### src/rtl/alu_pkg.sv
// Shared ALU definitions: opcodes, status-bit positions, default width and the
// state encoding of the requester arbiter that fronts the ALU.
package alu_pkg;

  localparam int ALU_WIDTH = 32;
  localparam int OPC_W     = 3;

  // Codes 5..7 are reserved; they reach the ALU untouched and yield zero.
  typedef enum logic [OPC_W-1:0] {
    OP_ADD = 3'd0,
    OP_SUB = 3'd1,
    OP_AND = 3'd2,
    OP_OR  = 3'd3,
    OP_SLT = 3'd4
  } alu_op_t;

  localparam int STAT_N = 3;
  localparam int STAT_Z = 2;
  localparam int STAT_C = 1;
  localparam int STAT_V = 0;

  typedef enum logic [1:0] {
    ST_IDLE = 2'd0,
    ST_EXEC = 2'd1,
    ST_RESP = 2'd2
  } arb_state_t;

endpackage

### src/rtl/alu_arbiter_if.sv
// Request/response bundle between NUM_REQ requesters (master) and the shared
// ALU arbiter (slave).
interface alu_arbiter_if import alu_pkg::*; #(
  parameter int NUM_REQ = 2,
  parameter int WIDTH   = ALU_WIDTH
);

  logic [NUM_REQ-1:0]                 req_valid;
  logic [NUM_REQ-1:0]                 req_ready;
  logic [NUM_REQ-1:0][WIDTH-1:0]      req_a;
  logic [NUM_REQ-1:0][WIDTH-1:0]      req_b;
  logic [NUM_REQ-1:0][OPC_W-1:0]      req_opcode;
  logic [NUM_REQ-1:0]                 rsp_valid;
  logic [NUM_REQ-1:0]                 rsp_ready;
  logic [WIDTH-1:0]                   rsp_result;
  logic [3:0]                         rsp_status;
  logic                               busy;

  modport master (
    output req_valid, req_a, req_b, req_opcode, rsp_ready,
    input  req_ready, rsp_valid, rsp_result, rsp_status, busy
  );

  modport slave (
    input  req_valid, req_a, req_b, req_opcode, rsp_ready,
    output req_ready, rsp_valid, rsp_result, rsp_status, busy
  );

endinterface

### src/rtl/ALU.sv
// Combinational ALU: ADD/SUB/AND/OR/SLT with {N,Z,C,V} status.
// C is carry-out for ADD and borrow for SUB; logic ops and SLT clear C and V.
module ALU import alu_pkg::*; #(
  parameter int WIDTH = ALU_WIDTH
) (
  input  logic [WIDTH-1:0] i_a,
  input  logic [WIDTH-1:0] i_b,
  input  logic [OPC_W-1:0] i_opcode,
  output logic [WIDTH-1:0] o_result,
  output logic [3:0]       o_status
);

  logic [WIDTH:0] w_ext;
  logic           w_c;
  logic           w_v;

  always_comb begin
    w_ext    = '0;
    o_result = '0;
    w_c      = 1'b0;
    w_v      = 1'b0;
    case (i_opcode)
      OP_ADD: begin
        w_ext    = {1'b0, i_a} + {1'b0, i_b};
        o_result = w_ext[WIDTH-1:0];
        w_c      = w_ext[WIDTH];
        w_v      = (i_a[WIDTH-1] == i_b[WIDTH-1]) && (o_result[WIDTH-1] != i_a[WIDTH-1]);
      end
      OP_SUB: begin
        w_ext    = {1'b0, i_a} - {1'b0, i_b};
        o_result = w_ext[WIDTH-1:0];
        w_c      = w_ext[WIDTH];
        w_v      = (i_a[WIDTH-1] != i_b[WIDTH-1]) && (o_result[WIDTH-1] != i_a[WIDTH-1]);
      end
      OP_AND:  o_result = i_a & i_b;
      OP_OR:   o_result = i_a | i_b;
      OP_SLT:  o_result = {{(WIDTH-1){1'b0}}, ($signed(i_a) < $signed(i_b))};
      default: o_result = '0;
    endcase
  end

  always_comb begin
    o_status         = '0;
    o_status[STAT_N] = o_result[WIDTH-1];
    o_status[STAT_Z] = (o_result == '0);
    o_status[STAT_C] = w_c;
    o_status[STAT_V] = w_v;
  end

endmodule

### src/rtl/rr_picker.sv
// Round-robin selector: first asserted request searching upward from
// i_last+1 (modulo NUM_REQ). Purely combinational, reusable for any shared unit.
module rr_picker #(
  parameter int NUM_REQ = 2,
  parameter int IDX_W   = $clog2(NUM_REQ)
) (
  input  logic [NUM_REQ-1:0] i_req,
  input  logic [IDX_W-1:0]   i_last,
  output logic [IDX_W-1:0]   o_grant,
  output logic               o_found
);

  logic [IDX_W-1:0] w_idx;

  // Walk from the farthest candidate to the nearest so the nearest hit wins.
  always_comb begin
    o_grant = '0;
    o_found = 1'b0;
    w_idx   = '0;
    for (int k = NUM_REQ; k >= 1; k--) begin
      w_idx = IDX_W'((int'(i_last) + k) % NUM_REQ);
      if (i_req[w_idx]) begin
        o_grant = w_idx;
        o_found = 1'b1;
      end
    end
  end

endmodule

### src/rtl/alu_arbiter.sv
// Shares one ALU between NUM_REQ requesters: round-robin grant in IDLE,
// registered operands in EXEC, registered result held in RESP until accepted.
module alu_arbiter import alu_pkg::*; #(
  parameter int NUM_REQ = 2,
  parameter int WIDTH   = ALU_WIDTH
) (
  input  logic         clk,
  input  logic         rstn,
  alu_arbiter_if.slave bus
);

  localparam int IDX_W = $clog2(NUM_REQ);

  arb_state_t         r_state;
  logic [IDX_W-1:0]   r_last;
  logic [IDX_W-1:0]   r_grant;
  logic [WIDTH-1:0]   r_a;
  logic [WIDTH-1:0]   r_b;
  logic [OPC_W-1:0]   r_op;
  logic [WIDTH-1:0]   r_result;
  logic [3:0]         r_status;
  logic [NUM_REQ-1:0] r_rsp_valid;
  logic               r_busy;

  logic [IDX_W-1:0]   w_pick;
  logic               w_found;
  logic               w_hs;
  logic [WIDTH-1:0]   w_alu_result;
  logic [3:0]         w_alu_status;

  rr_picker #(
    .NUM_REQ (NUM_REQ),
    .IDX_W   (IDX_W)
  ) u_picker (
    .i_req   (bus.req_valid),
    .i_last  (r_last),
    .o_grant (w_pick),
    .o_found (w_found)
  );

  // The picker only reports a hit on an asserted valid, so ready implies handshake.
  assign w_hs = rstn && (r_state == ST_IDLE) && w_found;

  always_comb begin
    bus.req_ready = '0;
    if (w_hs) bus.req_ready[w_pick] = 1'b1;
  end

  ALU #(
    .WIDTH    (WIDTH)
  ) u_alu (
    .i_a      (r_a),
    .i_b      (r_b),
    .i_opcode (r_op),
    .o_result (w_alu_result),
    .o_status (w_alu_status)
  );

  // Operand capture: data only, no reset needed.
  always_ff @(posedge clk) begin
    if (w_hs) begin
      r_a  <= bus.req_a[w_pick];
      r_b  <= bus.req_b[w_pick];
      r_op <= bus.req_opcode[w_pick];
    end
  end

  always_ff @(posedge clk or negedge rstn) begin
    if (!rstn) begin
      r_state     <= ST_IDLE;
      r_last      <= IDX_W'(NUM_REQ - 1);
      r_grant     <= '0;
      r_result    <= '0;
      r_status    <= '0;
      r_rsp_valid <= '0;
      r_busy      <= 1'b0;
    end else begin
      case (r_state)
        ST_IDLE: begin
          if (w_found) begin
            r_grant <= w_pick;
            r_busy  <= 1'b1;
            r_state <= ST_EXEC;
          end
        end
        ST_EXEC: begin
          r_result    <= w_alu_result;
          r_status    <= w_alu_status;
          r_rsp_valid <= NUM_REQ'(1) << r_grant;
          r_state     <= ST_RESP;
        end
        ST_RESP: begin
          if (bus.rsp_ready[r_grant]) begin
            r_rsp_valid <= '0;
            r_last      <= r_grant;
            r_busy      <= 1'b0;
            r_state     <= ST_IDLE;
          end
        end
        default: begin
          r_rsp_valid <= '0;
          r_busy      <= 1'b0;
          r_state     <= ST_IDLE;
        end
      endcase
    end
  end

  assign bus.rsp_valid  = r_rsp_valid;
  assign bus.rsp_result = r_result;
  assign bus.rsp_status = r_status;
  assign bus.busy       = r_busy;

endmodule

### src/flat_wrapper.sv
// flat-port wrapper written by rule: the top's interface ports become plain ports
module alu_arbiter_flat import alu_pkg::*;
#(
  parameter int NUM_REQ = 2,
  parameter int WIDTH   = ALU_WIDTH
)
  (clk, rstn, bus_req_valid, bus_req_a, bus_req_b, bus_req_opcode, bus_rsp_ready, bus_req_ready, bus_rsp_valid, bus_rsp_result, bus_rsp_status, bus_busy);
  alu_arbiter_if #(.NUM_REQ(NUM_REQ), .WIDTH(WIDTH)) bus_i ();
  input  logic clk;
  input  logic rstn;
  input wire logic [$bits(bus_i.req_valid)-1:0] bus_req_valid;
  input wire logic [$bits(bus_i.req_a)-1:0] bus_req_a;
  input wire logic [$bits(bus_i.req_b)-1:0] bus_req_b;
  input wire logic [$bits(bus_i.req_opcode)-1:0] bus_req_opcode;
  input wire logic [$bits(bus_i.rsp_ready)-1:0] bus_rsp_ready;
  output wire logic [$bits(bus_i.req_ready)-1:0] bus_req_ready;
  output wire logic [$bits(bus_i.rsp_valid)-1:0] bus_rsp_valid;
  output wire logic [$bits(bus_i.rsp_result)-1:0] bus_rsp_result;
  output wire logic [$bits(bus_i.rsp_status)-1:0] bus_rsp_status;
  output wire logic [$bits(bus_i.busy)-1:0] bus_busy;
  assign bus_i.req_valid = bus_req_valid;
  assign bus_i.req_a = bus_req_a;
  assign bus_i.req_b = bus_req_b;
  assign bus_i.req_opcode = bus_req_opcode;
  assign bus_i.rsp_ready = bus_rsp_ready;
  assign bus_req_ready = bus_i.req_ready;
  assign bus_rsp_valid = bus_i.rsp_valid;
  assign bus_rsp_result = bus_i.rsp_result;
  assign bus_rsp_status = bus_i.rsp_status;
  assign bus_busy = bus_i.busy;
  alu_arbiter #(.NUM_REQ(NUM_REQ), .WIDTH(WIDTH)) u_core (.clk(clk), .rstn(rstn), .bus(bus_i));
endmodule
### config.mk
export PLATFORM = sky130hd
export DESIGN_NAME = alu_arbiter_flat
export DESIGN_NICKNAME = d
export VERILOG_FILES = /design/src/rtl/alu_pkg.sv /design/src/rtl/alu_arbiter_if.sv /design/src/rtl/ALU.sv /design/src/rtl/rr_picker.sv /design/src/rtl/alu_arbiter.sv /design/src/flat_wrapper.sv
export SDC_FILE = /design/constraint.sdc
export NUM_CORES = 1
export LEC_CHECK = 0
export ABC_AREA = 1
export BUFFER_PORTS_ARGS = -buffer_cell sky130_fd_sc_hd__buf_2
export CAP_MARGIN = 40
export CORE_MARGIN = 3
export CORE_UTILIZATION = 41
export DETAILED_ROUTE_END_ITERATION = 6
export PLACE_DENSITY_LB_ADDON = 0.3
export SYNTH_ARGS = -nofsm -noshare
export SYNTH_HDL_FRONTEND = slang
export SYNTH_HIERARCHICAL = 1
export SYNTH_SLANG_ARGS = --single-unit
### constraint.sdc
create_clock -name clk -period 4.8 [get_ports clk]
set_input_delay 0.72 -clock clk [delete_from_list [all_inputs] [get_ports clk]]
set_output_delay 0.72 -clock clk [all_outputs]
set_load 0.01 [all_outputs]
==> flow_summary_export.csv <==
group,metric,value,unit
setup_path,slowest_delay,0.49,ns
synth,ys_seq_area_frac,0.2671,
sta,whs,0.4839,ns
worst_hold_path,hp-class,"register to register",
synth,synth_ff_type,"edfxtp_1",
clock_network,clkTransAtPathRegs,0.08,ns
place,place_inst,2261,
power,power,5.485,mW
power,cellLeakagePower,7.475,nW
global_route,met2_usage,0.3393,
global_route,grt.total_usage,0.2303,
synth,synth-xor-area-share,0.002272,
synth,synth_cell_types,46,
sta,hold_viol,0,
route,ant_nets,0,
synth,synth_fa_ha_area_frac,0.1127,
place,gp_congestion,1.007,
place,placedInstanceArea,12630,um^2
setup_path,crit_type,"register to register",
place,pre_cts_ws,1.531,ns
floorplanning,coreArea,27330,um^2
global_route,grt-ovfl-total,0,
route,route.final.wire_length,35260,um
floorplanning,dieArea,30260,um^2
clock_network,cts_made_buffers,9,
global_route,grt_use_met3,0.03801,
setup_path,critPathMaxFanout,5,
setup_path,crit_chain,"ha_1, inv_1, fa_1, inv_1, nand3_1, nand3_1, nand3_1, nand2_1, nand2_1, nand2_1, nand2_1, nand3_1, nand3_2, nor2_1, nand2_1, nor2_1, nand2_1, nor2_2, mux2_4",
setup_path,cp-end-kind,"register",
sta,relSlewSlack,0.3154,
clock_network,postCtsSetupBuffers,0,
route,drtIter0Drc,850,
sta,rsz0062_at_grt,"no",
setup_path,cp_slowest_cell,"ha_1",
route,vias_per_cell,4.849,
setup_path,cp-start-kind,"register",
global_route,grt_antenna_before_repair,0,
clock_network,ctsResizeCount,0,
sta,skew,0.01508,ns
final_layout,antennaDiodeCount,0,
synth,syn_inst,1759,
route,via_count,11041,
clock_network,cts_tree,"built",
global_route,grt_pass1_vias,10253,
floorplanning,ios,181,
final_layout,area_growth,11.59,%
synth,synthesis.nets,2002,
setup_path,cp_common_cell,"nand2_1",
synth,synth_top_area_cell,"nand2_1",
floorplanning,start_util,0.4233,
synth,yosys.area_share.simple,0.3679,
outcome,outcome,"complete, no violations",
clock_network,cts_root_buffer,"clkbuf_16",
floorplanning,rows,60,
run,cap_violations,0,
setup_path,worstPathRequired,5.10,ns
setup_path,reg2reg_depth,19,
sta,fmax,304.1,MHz
synth,synthTopCellsByArea,"nand2_1, edfxtp_1, ha_1, inv_1, dfrtp_1",
setup_path,crit_end,"u_core/bus.rsp_status[2]",
sta,setup_viol_count_final,0,
synth,synth.cell_area,11570,um^2
synth,synth_compound_area_frac,0.06209,
synth,synth-seq-cells,110,
synth,netlist.area_leader.share,0.2103,
sta,worst-slew-pin-transition,1.027,ns
global_route,use_met1,0.3473,
clock_network,clock_latency,0.37,ns
sta,maxSlewViolCount,0,
sta,setup_tns,0,ns
synth,synth_warnings,6,
sta,finalCritPeriodShare,0.6851,
final_layout,fin_nets,2143,
final_layout,drive_gt1_frac,0.1764,
clock_network,postCtsHoldBufs,0,
floorplanning,die_x,174.0,um
synth,synthMuxAreaShare,0.04673,
final_layout,fin_cells,2277,
setup_path,reg2reg_slack,1.51,ns
worst_hold_path,hp-start,"u_core/bus.busy",
global_route,top_usage_layer,"met1",
synth,async_flop_share,0.3909,
clock_network,htree_num_levels,3,
final_layout,final_area,12910,um^2
setup_path,r2r-start,"u_core/r_b[0]",
synth,syn_area_per_cell,6.575,um^2
clock_network,clkSinkCount,110,
route,remaining_drc_errors,0,
synth,synth_edf_count,67,
synth,synth_top_family_by_area,"simple AND/OR/NAND/NOR gates",
floorplanning,dieHeight,174.0,um
global_route,grt_max_degree,71,
setup_path,arrival,3.58,ns
setup_path,critPathLaunch,"u_core/r_b[0]",
sta,layout_min_cycle_time,3.289,ns
clock_network,cts_buffer_depth,2,
global_route,grt_pass1_wl,55330,um
power,ir_drop,178.9,uV
route,first_pass_iters,5,
place,dpl.hpwl,29500,um
place,portBuffers,180,
final_layout,post-route-util,0.4723,
route,wire_per_inst,15.48,um
power,power-per-cell-area,425.0,nW/um^2
setup_path,r2r-end,"u_core/bus.rsp_status[2]",
sta,setup_slack,1.511,ns
-- critical path: cells and delay by family, from the launching register on --
family	cells	cell delay [ns]
AND/OR/NAND/NOR	14	1.51
buffers and inverters	2	0.29
flip-flops	1	0.38
multiplexers	1	0.13
adder cells (fa/ha/maj)	2	0.90
-- synthesized netlist by cell type (all sizes together), types with 17 or more instances --
| master | number |
|---|---|
| buf | 51 |
| edfxtp | 67 |
| o21ai | 34 |
| nand3 | 142 |
| inv | 323 |
| ha | 101 |
| a21oi | 77 |
| mux2 | 36 |
| dfrtp | 42 |
| nor2 | 146 |
| nand4 | 17 |
| nand2 | 667 |
-- metal layers --
layer  part of all wire  routed length (um)  vias to the layer above
met2               0.41               14310                      416
met1               0.49               17380                     4905
met4              0.020                 710                        0
li1                   -                   -                     5686
met5                  0                   0                        -
met3              0.081                2861                       34
-- how the worst min path moves through the flow --
stage,cells past startpoint,slack (ns),to
2_1_floorplan,0,0.42,u_core/bus.busy
4_1_cts,2,0.49,u_core/bus.busy
6_report,2,0.48,u_core/bus.busy
3_3_place_gp,2,0.46,u_core/bus.busy
5_1_grt,2,0.52,u_core/bus.rsp_valid[1]
3_5_place_dp,2,0.47,u_core/bus.busy
-- layout by cell type, fill, tap and decap left out, drive strengths merged, types with 6 or more instances in the layout --
master and n:
nand2 667, nor3 12, mux2 36, nand3 142, ha 101, dfrtp 42
buf 190, clkbuf 9, nor2 146, edfxtp 67, o21bai 7, a21oi 77
o21ai 34, clkinv 6, or2 6, inv 326, nand4 17
-- registers in the layout (all words and copies together) (netlist names) --
signal and count:
u_core/r_grant 1, u_core/r_op 3, u_core/r_last 1, u_core/bus.rsp_valid 2, u_core/bus.busy 1, u_core/r_a 32, u_core/bus.rsp_status 4, u_core/r_state 2
u_core/r_b 32, u_core/bus.rsp_result 32
-- area by class of cell --
class                      count  area (um^2)
clock buffer                   9        225.2
clock inverter                 7        55.05
multi-input combinational   1264         6863
tap                          372        465.4
timing repair buffer         190        988.4
fill                        2906        14420
sequential                   110         3089
inverter                     325         1220
-- cell families after synthesis --
logic type	count (synthesis)
compound gates	129
flops	110
fa+ha+maj	103
mux	36
simple gates	993
buf+inv	385
xor+xnor	3
-- report_power, final --
| group | internal, mW | switching, mW | leakage (nW) |
|---|---|---|---|
| logic | 1.14 | 2.15 | 6.16 |
| clock network | 0.360 | 0.381 | 0.140 |
| registers | 1.30 | 0.150 | 1.18 |
No activity file was read; power rests on OpenSTA's default activity.
